## config.mk

```make
export PLATFORM = sky130hd
export DESIGN_NAME = serial_nonce_tx
export DESIGN_NICKNAME = d
export VERILOG_FILES = /design/src/rtl/serial_nonce_tx.sv
export SDC_FILE = /design/constraint.sdc
export NUM_CORES = 1
export LEC_CHECK = 0
export CAP_MARGIN = 20
export CORE_MARGIN = 10
export CORE_UTILIZATION = 31
export CTS_CLUSTER_SIZE = 20
export DETAILED_ROUTE_END_ITERATION = 6
export PLACE_DENSITY = 0.47
export SYNTH_ARGS = -nofsm -noshare
export SYNTH_HDL_FRONTEND = slang
export SYNTH_SLANG_ARGS = --single-unit
```

## constraint.sdc

```tcl
create_clock -name clk -period 6.5 [get_ports clk]
set_clock_uncertainty 0.15 [all_clocks]
set_input_delay 0.65 -clock clk [delete_from_list [all_inputs] [get_ports clk]]
set_output_delay 0.65 -clock clk [all_outputs]
set_load 0.005 [all_outputs]
```

## src/rtl/serial_nonce_tx.sv

```systemverilog
// Serial nonce reporter: each 32-bit nonce goes out as four 8N1 UART bytes, MSB first.
// Define SERIAL_NONCE_FIFO_EN for a 4-entry queue behind the frame in flight; default has no queue.
module serial_nonce_tx #(
  parameter int CLKS_PER_BIT = 434
) (
  input  logic        clk,
  input  logic        reset_n,
  input  logic [31:0] nonce_in,
  input  logic        nonce_valid,
  output logic        txd,
  output logic        busy,
  output logic        overflow
);

  typedef enum logic [1:0] {IDLE, START, DATA, STOP} state_t;

  localparam logic [15:0] BIT_LAST = 16'(CLKS_PER_BIT - 1);

  state_t      state;
  logic [15:0] clk_cnt;
  logic [2:0]  bit_idx;
  logic [1:0]  byte_idx;
  logic [31:0] frame;

  logic        bit_end;
  logic        frame_end;
  logic        have_q;
  logic        strobe_direct;
  logic        start_new;
  logic        push;
  logic        pop;
  logic        drop;
  logic [31:0] q_head;
  logic [31:0] start_data;
  logic [2:0]  bit_next;
  logic [4:0]  sel_first;
  logic [4:0]  sel_next;

  // nonce_valid is a one-cycle strobe with no ready: every strobe is either
  // started, queued, or dropped (setting overflow) on the edge that samples it.
  assign bit_end       = (clk_cnt == BIT_LAST);
  assign frame_end     = (state == STOP) && bit_end && (byte_idx == 2'd3);
  assign strobe_direct = nonce_valid && ((state == IDLE) || (frame_end && !have_q));
  assign pop           = frame_end && have_q;
  assign start_new     = strobe_direct || pop;
  assign start_data    = pop ? q_head : nonce_in;
  assign drop          = nonce_valid && !strobe_direct && !push;

  // Byte 0 is the MSB, so its bits live at frame[31:24]: bit index = {~byte_idx, bit_idx}.
  assign bit_next  = bit_idx + 3'd1;
  assign sel_first = {~byte_idx, 3'd0};
  assign sel_next  = {~byte_idx, bit_next};

`ifdef SERIAL_NONCE_FIFO_EN
  localparam int DEPTH = 4;

  logic [31:0] q_mem [DEPTH];
  logic [1:0]  rd_ptr;
  logic [1:0]  wr_ptr;
  logic [2:0]  q_count;

  assign have_q = (q_count != 3'd0);
  assign q_head = q_mem[rd_ptr];
  // A full queue still accepts when the head leaves on the same edge.
  assign push   = nonce_valid && !strobe_direct && ((q_count != 3'd4) || pop);

  always_ff @(posedge clk) begin
    if (push) begin
      q_mem[wr_ptr] <= nonce_in;
    end
  end

  always_ff @(posedge clk or negedge reset_n) begin
    if (!reset_n) begin
      rd_ptr  <= '0;
      wr_ptr  <= '0;
      q_count <= '0;
    end else begin
      if (push) wr_ptr <= wr_ptr + 2'd1;
      if (pop)  rd_ptr <= rd_ptr + 2'd1;
      case ({push, pop})
        2'b10:   q_count <= q_count + 3'd1;
        2'b01:   q_count <= q_count - 3'd1;
        default: q_count <= q_count;
      endcase
    end
  end
`else
  assign have_q = 1'b0;
  assign q_head = '0;
  assign push   = 1'b0;
`endif

  always_ff @(posedge clk or negedge reset_n) begin
    if (!reset_n) begin
      state    <= IDLE;
      clk_cnt  <= '0;
      bit_idx  <= '0;
      byte_idx <= '0;
      frame    <= '0;
      txd      <= 1'b1;
      busy     <= 1'b0;
      overflow <= 1'b0;
    end else begin
      if (drop) overflow <= 1'b1;

      if ((state == IDLE) || bit_end) clk_cnt <= '0;
      else                            clk_cnt <= clk_cnt + 16'd1;

      case (state)
        IDLE: begin
          if (start_new) begin
            state    <= START;
            frame    <= start_data;
            byte_idx <= '0;
            txd      <= 1'b0;
            busy     <= 1'b1;
          end
        end
        START: begin
          if (bit_end) begin
            state   <= DATA;
            bit_idx <= '0;
            txd     <= frame[sel_first];
          end
        end
        DATA: begin
          if (bit_end) begin
            if (bit_idx == 3'd7) begin
              state <= STOP;
              txd   <= 1'b1;
            end else begin
              bit_idx <= bit_next;
              txd     <= frame[sel_next];
            end
          end
        end
        STOP: begin
          if (bit_end) begin
            if (byte_idx != 2'd3) begin
              state    <= START;
              byte_idx <= byte_idx + 2'd1;
              txd      <= 1'b0;
            end else if (start_new) begin
              // Next nonce follows the final stop bit with no idle gap.
              state    <= START;
              frame    <= start_data;
              byte_idx <= '0;
              txd      <= 1'b0;
            end else begin
              state    <= IDLE;
              byte_idx <= '0;
              busy     <= 1'b0;
            end
          end
        end
        default: state <= IDLE;
      endcase
    end
  end

endmodule

```

# After elaboration in Yosys (flattened, before gate mapping)
# Cells that the tools add are included.
# op_classes
addsub,3
muxes,37
n_eq_ne,15
bitwise,1
div,0
shift,0
n_reduce_logical,16
multipliers,0
order_cmp,2
# ops
cell,count
$mux W32,3
$pmux W32 S2,1
$ne A2 B2 Y1 const B,9
$add A16 B1 Y16 const B,1
$eq A16 B9 Y1 const B,1
$mux W16,1
$mux W2,8
$mux W1,14
$lt A5 B6 Y1 const B,2
$reduce_and A5 Y1,2
$mux W3,3
$reduce_and A3 Y1,3
$pmux W2 S4,1
$eq A2 B2 Y1 const B,3
$pmux W3 S2,1
$bmux W1 S5,1
$logic_and A1 B1 Y1,4
$pmux W1 S4,1
$pmux W2 S2,1
$reduce_and A4 Y1,1
$reduce_bool A2 Y1,2
$add A3 B1 Y3 const B,1
$eq A3 B3 Y1 const B,1
$add A2 B1 Y2 const B,1
7 further kinds,8
# totals
ramBits,0
wordCells,82
mem_bits_ro,0
n_memories,0
output_inout_bits,3
latchBits,0
inputBits,35
register_bits,58

# Depth between registers and ports, before layout
# Gate-level depths: netlist of run 1.
# logic_depth
depth_word,9
mapped_depth,8
depth_no_buf,7

# Least setup slack after synthesis of run 1
# Ideal clock, no wire load.
# synth_path
path_type,reg2reg
from,reg clk_cnt[1]
to,reg frame[12]
path_slack_ps,3950
n_path_buf,1
t_arrival_ps,2276
required_time_ps,6225
period_less_slack_ps,2550
path_stages_with_launch,9
setup_time_ps,125
cell_sequence,dfrtp_1 > inv_1 > ha_1 > or4b_4 > nor4_4 > nand3_2 > a21oi_4 > buf_6 > mux2_2
# synth_via
elab_chain_len,9
elab_cells_between_ends,11
classes_between,2 x eq/ne; 4 x mux; 5 x reduce/logical
# synth_lines
item,line_no,source
"start, declared",20,logic [15:0] clk_cnt;
"start signal, assigned",108,else clk_cnt <= clk_cnt + 16'd1;
$eq A16 B9 Y1 *,41,assign bit_end = (clk_cnt == BIT_LAST);
$logic_and A1 B1 Y1 (2 in series),42,assign frame_end = (state == STOP) && bit_end && (byte_idx == 2'd3);
$logic_or A1 B1 Y1,43,assign strobe_direct = nonce_valid && ((state == IDLE) || (frame_end && !have_q));
$logic_and A1 B1 Y1,43,
$mux W32 (3 in series),--,
$pmux W32 S2,--,
"end signal, assigned",114,frame <= start_data;
"end signal, assigned",147,frame <= start_data;
"end, declared",23,logic [31:0] frame;
# Every way passes the cells marked *; elsewhere a longest branch is shown, timed or not. The select of a mux whose other input is x is not followed.
# A chain may end at the register's enable or synchronous reset.

# Worst setup path after layout of run 1
# layout_path
from,reg clk_cnt[1]
to,reg frame[1]
# Same word-level chain as after synthesis.

==> results.py, run 1 <==
metrics = {
    "layout": {
        "most-common-layout-cells": "dfrtp_1 (57), clkdlybuf4s50_1 (36), nor2_1 (27), mux2_2 (27), nand2_1 (15)",
        "area.sequential_um2": 1450,
        "antennaDiodeCount": 0,
        "nets": 328,
        "synthToLayoutAreaGrowth_pct": 22.0,
        "nFillCells": 950,
        "utilization": 0.391,
        "multi_input_area_um2": 1420,
        "final_common_cell": "dfrtp_1",
        "drive_gt1_frac": 0.218,
    },
    "global_routing": {
        "grt_usage": 0.0969,
        "grt_pass1_vias": 2171,
        "grt_max_degree": 59,
        "overflow": 0,
        "grt_pass1_wl_mm": 11.1,
        "antenna_found_initial": 0,
    },
    "worst_setup_path": {
        "crit_type": "register to register",
        "cp_max_fo": 32,
        "cp-start-kind": "register",
        "required_ns": 6.56,
        "reg2reg_setup_slack_ns": 3.24,
        "worstRegToRegCells": 7,
        "cp_data_arrival_time_ns": 3.32,
        "crit_path_end_kind": "register",
        "r2r-start": "clk_cnt[1]$_DFF_PN0_",
        "r2r_end": "frame[1]$_DFFE_PN0P_",
    },
    "yosys": {
        "synth_cells": 248,
        "ys.flop_type": "dfrtp_1",
        "synth_top_area_share": 0.479,
        "synth_async_sr_flop_share": 1.00,
        "yosysWarnings": 0,
        "synth_edf_count": 0,
        "syn_area_um2": 2980,
        "synth_top_area_cell": "dfrtp_1",
        "synth_area_leaders": "dfrtp_1 (48%), mux2_2 (10%), mux4_2 (6.8%)",
        "syn_nets": 292,
        "yosysUniqueCellTypes": 46,
        "syn_area_per_cell_um2": 12.0,
        "yosysSeqAreaShare": 0.488,
        "ys_ff_latch": 58,
    },
    "floorplan": {
        "fp.dieW_um": 118,
        "fp.dieH_um": 118,
        "ios": 38,
        "coreArea_um2": 9280,
        "rows": 35,
        "start_util": 0.320,
        "dieArea_um2": 13900,
    },
    "timing": {
        "slew_violations": 0,
        "timing.slew.headroom": 0.305,
        "post-route-min-period_ns": 3.26,
        "tns_ns": 0,
        "setup_viol": 0,
        "finalCritPeriodShare": 0.501,
        "hold_violations": 0,
        "fmax_ghz": 0.307,
        "grt_setup_unrepaired": "no",
        "worst_pin_slew_ns": 1.04,
        "setup_ws_ns": 3.24,
    },
    "clocking": {
        "cts_resized": 0,
        "clk_latency_ns": 0.33,
        "root_buffer": "clkbuf_8",
        "clkTransAtPathRegs_ns": 0.07,
        "htreeDepth": 3,
        "clockBufferDepth": 2,
        "cts.sinks": 58,
        "cts_made_buffers": 9,
        "cts-hold-fix-buffers": 0,
        "post_cts_buffers": 0,
        "cts_tree": "built",
    },
    "pwr": {
        "total_power_uw": 751,
        "leakagePower_uw": 0.00156,
        "ir_drop_mv": 0.0829,
        "cellPowerDensity_nw_per_um2": 207,
    },
    "routing": {
        "initialDrtViolationCount": 66,
        "route.vias.total": 1946,
        "via_per_inst": 4.66,
        "first_pass_iters": 4,
        "wl_per_cell_um": 15.0,
        "drc": 0,
        "drt-total-wl_mm": 6.26,
        "antenna_left": 0,
    },
    "hold_path": {
        "hold_class": "primary input to async pin",
    },
    "placement": {
        "pre_cts_slack_ns": 3.22,
        "portBuffers": 37,
        "place.gp.congestion": 0.742,
        "hpwl_mm": 4.45,
    },
    "status": {
        "outcome": "complete, no violations",
    },
    "job": {
        "maxCapViolCount": 0,
    },
}
[per-layer routing]
| layer | wire length, um | GRT usage |
|---|---|---|
| met5 | 0 | 0 |
| met1 | 3270 | 0.134 |
| met4 | 147 | 0.0533 |
| met3 | 158 | 0.0173 |
| met2 | 2690 | 0.139 |
[cell usage after synthesis (3+ instances only)]
cell type,instances
dfrtp_1,57
nand4_1,5
buf_2,3
mux2i_1,4
mux2_2,27
buf_6,3
nor2_1,27
mux2_1,5
xor2_1,8
nand3_1,10
xnor2_1,6
clkbuf_1,6
nor3_1,4
inv_1,7
mux4_2,9
ha_1,9
nand2_1,15
o21ai_0,6
a21oi_1,5
[cells by family (layout without fill, tap and decap cells)]
kind of cell	count (synthesis)	in the layout	share of synthesized area
buf+inv	20	61	0.0341
simple gates	75	75	0.129
compound gates	27	27	0.0673
fa+ha+maj	9	9	0.0378
flops	58	58	0.488
mux	45	45	0.203
xor+xnor	14	14	0.0412
[stage by stage]
stage	hold slack, ns	cells	instance area [um^2]
finish	0.307	418	3630
global route	0.360	418	3630
CTS	0.336	418	3630
detailed placement	0.324	402	3430
global placement	0.315	402	3430
floorplan	0.204	248	2980
[power by group]
part | internal, uW | switching (uW)
registers | 371 | 5.29
clock network | 186 | 145
logic | 28.8 | 14.4
total | 586 | 165
[worst max-delay path: stages (launching register included)]
cell and delay, ns:
dfrtp_1 0.41, inv_1 0.07, ha_1 0.13, or4b_4 0.49, nor4_4 0.45, nand3_2 0.16, a21oi_4 0.84, mux2_2 0.41
[how the worst max path moves through the flow]
stage / startpoint / to
floorplan: clk_cnt[1]$_DFF_PN0_ / frame[12]$_DFFE_PN0P_
global placement: clk_cnt[0]$_DFF_PN0_ / frame[20]$_DFFE_PN0P_
detailed placement: clk_cnt[1]$_DFF_PN0_ / frame[20]$_DFFE_PN0P_
CTS: clk_cnt[1]$_DFF_PN0_ / frame[17]$_DFFE_PN0P_
global route: clk_cnt[1]$_DFF_PN0_ / frame[1]$_DFFE_PN0P_
finish: clk_cnt[1]$_DFF_PN0_ / frame[1]$_DFFE_PN0P_
[flip-flops by register name (all words and copies together), names as in the netlist]
name and cells:
busy 1, frame 32, state 2, bit_idx 3
clk_cnt 16, byte_idx 2, overflow 1, txd 1
[layout make-up]
| cell class | count | share of cell area |
|---|---|---|
| clock buffers | 11 | 0.0390 |
| clock inverters | 5 | 0.0148 |
| inverters | 7 | 0.00724 |
| multi-input cells | 170 | 0.392 |
| flip-flops and latches | 58 | 0.400 |
| well taps | 129 | 0.0445 |
| repair buffers | 38 | 0.103 |
Power figures use the tool's default switching activity.
==> inputs of run 2 (changes only) <==
clock period = 3.33 ns   (was 6.5 ns; I/O delays follow)
==> run 2 against run 1 <==
  * Via count increased by 2.3%
  * Worst hold slack improved by 0.027 ns
  * Combinational power increased by 99%
  * Global-route usage decreased by 0.12 points
  * Critical path type unchanged
  * Largest power group unchanged
  * Highest routed layer unchanged
==> results.py, run 2 (synthesis gave the netlist of run 1 again) <==
metrics = {
    "job": {
        "maxCapViolCount": 0,
    },
    "worst_setup_path": {
        "reg2reg_setup_slack_ns": 0.57,
        "cp_data_arrival_time_ns": 2.83,
        "slowest_stage": "or4b_4",
        "max_stage_delay_ns": 0.48,
        "cp-start-kind": "register",
        "r2r_end": "frame[1]$_DFFE_PN0P_",
        "cp_max_fo": 32,
        "crit_type": "register to register",
        "worstRegToRegCells": 8,
        "r2r-start": "clk_cnt[1]$_DFF_PN0_",
        "path_cells": "inv_1, ha_1, or4b_4, nor4_4, nand3_2, a21oi_4, buf_12, mux2_2",
        "crit_path_end_kind": "register",
        "required_ns": 3.40,
    },
    "global_routing": {
        "grt_usage": 0.0957,
        "antenna_found_initial": 0,
        "grt_pass1_wl_mm": 10.8,
        "overflow": 0,
        "grt_max_degree": 33,
        "grt_pass1_vias": 2102,
    },
    "timing": {
        "grt_setup_unrepaired": "no",
        "fmax_ghz": 0.362,
        "setup_viol": 0,
        "setup_ws_ns": 0.565,
        "post-route-min-period_ns": 2.76,
        "timing.slew.headroom": 0.647,
        "tns_ns": 0,
        "slew_violations": 0,
        "worst_pin_slew_ns": 0.528,
        "finalCritPeriodShare": 0.830,
        "fin_hold_ws_ns": 0.334,
        "hold_violations": 0,
    },
    "routing": {
        "drt-total-wl_mm": 6.34,
        "wl_per_cell_um": 15.0,
        "drc": 0,
        "highest-signal-layer": "met4",
        "initialDrtViolationCount": 74,
        "dr_wl_met3_um": 259,
        "antenna_left": 0,
        "wl_met1_mm": 3.17,
        "via_per_inst": 4.72,
        "wl_met2_mm": 2.79,
        "route.vias.total": 1990,
        "first_pass_iters": 4,
    },
    "floorplan": {
        "start_util": 0.320,
        "dieArea_um2": 13900,
        "fp.dieW_um": 118,
        "rows": 35,
        "ios": 38,
        "fp.dieH_um": 118,
        "coreArea_um2": 9280,
    },
    "hold_path": {
        "worstHoldStart": "frame[31]$_DFFE_PN0P_",
        "whs_endpoint": "frame[31]$_DFFE_PN0P_",
        "min_path_cells": 1,
        "hold_class": "register to register",
    },
    "placement": {
        "placed_area_um2": 3470,
        "portBuffers": 37,
        "pre_cts_slack_ns": 0.570,
        "hpwl_mm": 4.65,
        "place.gp.congestion": 0.797,
    },
    "layout": {
        "design_area_um2": 3680,
        "nets": 332,
        "regMostFlops": "frame",
        "top_regs": "frame: 32 flops, clk_cnt: 16 flops, bit_idx: 3 flops",
        "nFillCells": 900,
        "largest_reg_flops": 32,
        "synthToLayoutAreaGrowth_pct": 23.8,
        "antennaDiodeCount": 0,
        "final_common_cell": "dfrtp_1",
        "drive_gt1_frac": 0.225,
        "most-common-layout-cells": "dfrtp_1 (57), clkdlybuf4s50_1 (36), nor2_1 (27), mux2_2 (27), nand2_1 (15)",
    },
    "pwr": {
        "leakagePower_uw": 0.00158,
        "total_power_uw": 1500,
        "comb_power_share": 0.057,
        "clockPowerShare": 0.452,
        "cellPowerDensity_nw_per_um2": 406,
        "intPower_uw": 1170,
        "power_frac_seq": 0.491,
        "ir_drop_mv": 0.164,
        "p_switching_uw": 330,
        "p_sw_frac": 0.221,
    },
    "status": {
        "outcome": "complete, no violations",
    },
    "clocking": {
        "cts_made_buffers": 9,
        "post_cts_buffers": 0,
        "clkTransAtPathRegs_ns": 0.07,
        "root_buffer": "clkbuf_8",
        "cts.sinks": 58,
        "cts_tree": "built",
        "clk_latency_ns": 0.34,
        "clockBufferDepth": 2,
        "htreeDepth": 3,
    },
}
run 2: cell types whose count changed in the layout (fill, tap and decap cells not counted), sizes merged:
cell         before  now
clkbuf           11   12
clkinvlp          0    2
clkinv            4    1
buf               2    5
dlygate4sd3       0    1
run 2: critical path, delay by kind of cell, from the launching register on:
| family | cells | cell delay (ns) |
|---|---|---|
| and+or+nand+nor | 3 | 1.11 |
| buffers and inverters | 2 | 0.29 |
| adders and majority gates | 1 | 0.13 |
| AOI/OAI and AO/OA | 1 | 0.18 |
| muxes | 1 | 0.35 |
| DFF | 1 | 0.41 |
run 2: metrics by stage:
stage                      util  std cells
after floorplan               -        248
after global placement    0.374        405
after detailed placement  0.374        405
after CTS                 0.397        422
after global routing      0.397        422
final                     0.397        422
run 2: cell type report:
type | count | area (um^2) | share of cell area
clock inverter | 4 | 50.0 | 0.0136
tap | 129 | 161 | 0.0438
inverter | 7 | 26.3 | 0.00713
clock buffer | 12 | 155 | 0.0421
sequential | 58 | 1450 | 0.394
timing repair buffer | 42 | 418 | 0.113
multi-input combinational | 170 | 1420 | 0.386
run 2: what timing repair did:
action	in CTS	in global routing
gates resized for setup	0	0
hold endpoints to repair	21	0
hold buffers	1	0
run 2: how the worst max path moves through the flow:
stage                          from               endpoint  slack [ns]
2_1_floorplan  clk_cnt[1]$_DFF_PN0_  frame[12]$_DFFE_PN0P_        0.78
3_3_place_gp   clk_cnt[1]$_DFF_PN0_   frame[9]$_DFFE_PN0P_        0.62
3_5_place_dp   clk_cnt[1]$_DFF_PN0_  frame[11]$_DFFE_PN0P_        0.57
4_1_cts        clk_cnt[1]$_DFF_PN0_  frame[11]$_DFFE_PN0P_        0.56
5_1_grt        clk_cnt[1]$_DFF_PN0_  frame[11]$_DFFE_PN0P_        0.43
6_report       clk_cnt[1]$_DFF_PN0_   frame[1]$_DFFE_PN0P_        0.57
run 2: power groups by stage:
stage / registers (uW) / clock network, uW / logic [uW]
2_1_floorplan: 744 / 0 / 26.9
3_3_place_gp: 748 / 0 / 86.8
3_5_place_dp: 748 / 0 / 87.9
4_1_cts: 735 / 697 / 89.0
5_1_grt: 737 / 733 / 95.6
6_report: 735 / 677 / 85.8
run 2: layer usage:
metal / global-route usage / vias up
met1: 0.127 / 972
met3: 0.0288 / 11
met5: 0 / -
li1: - / 973
met4: 0.0464 / 0
met2: 0.138 / 34
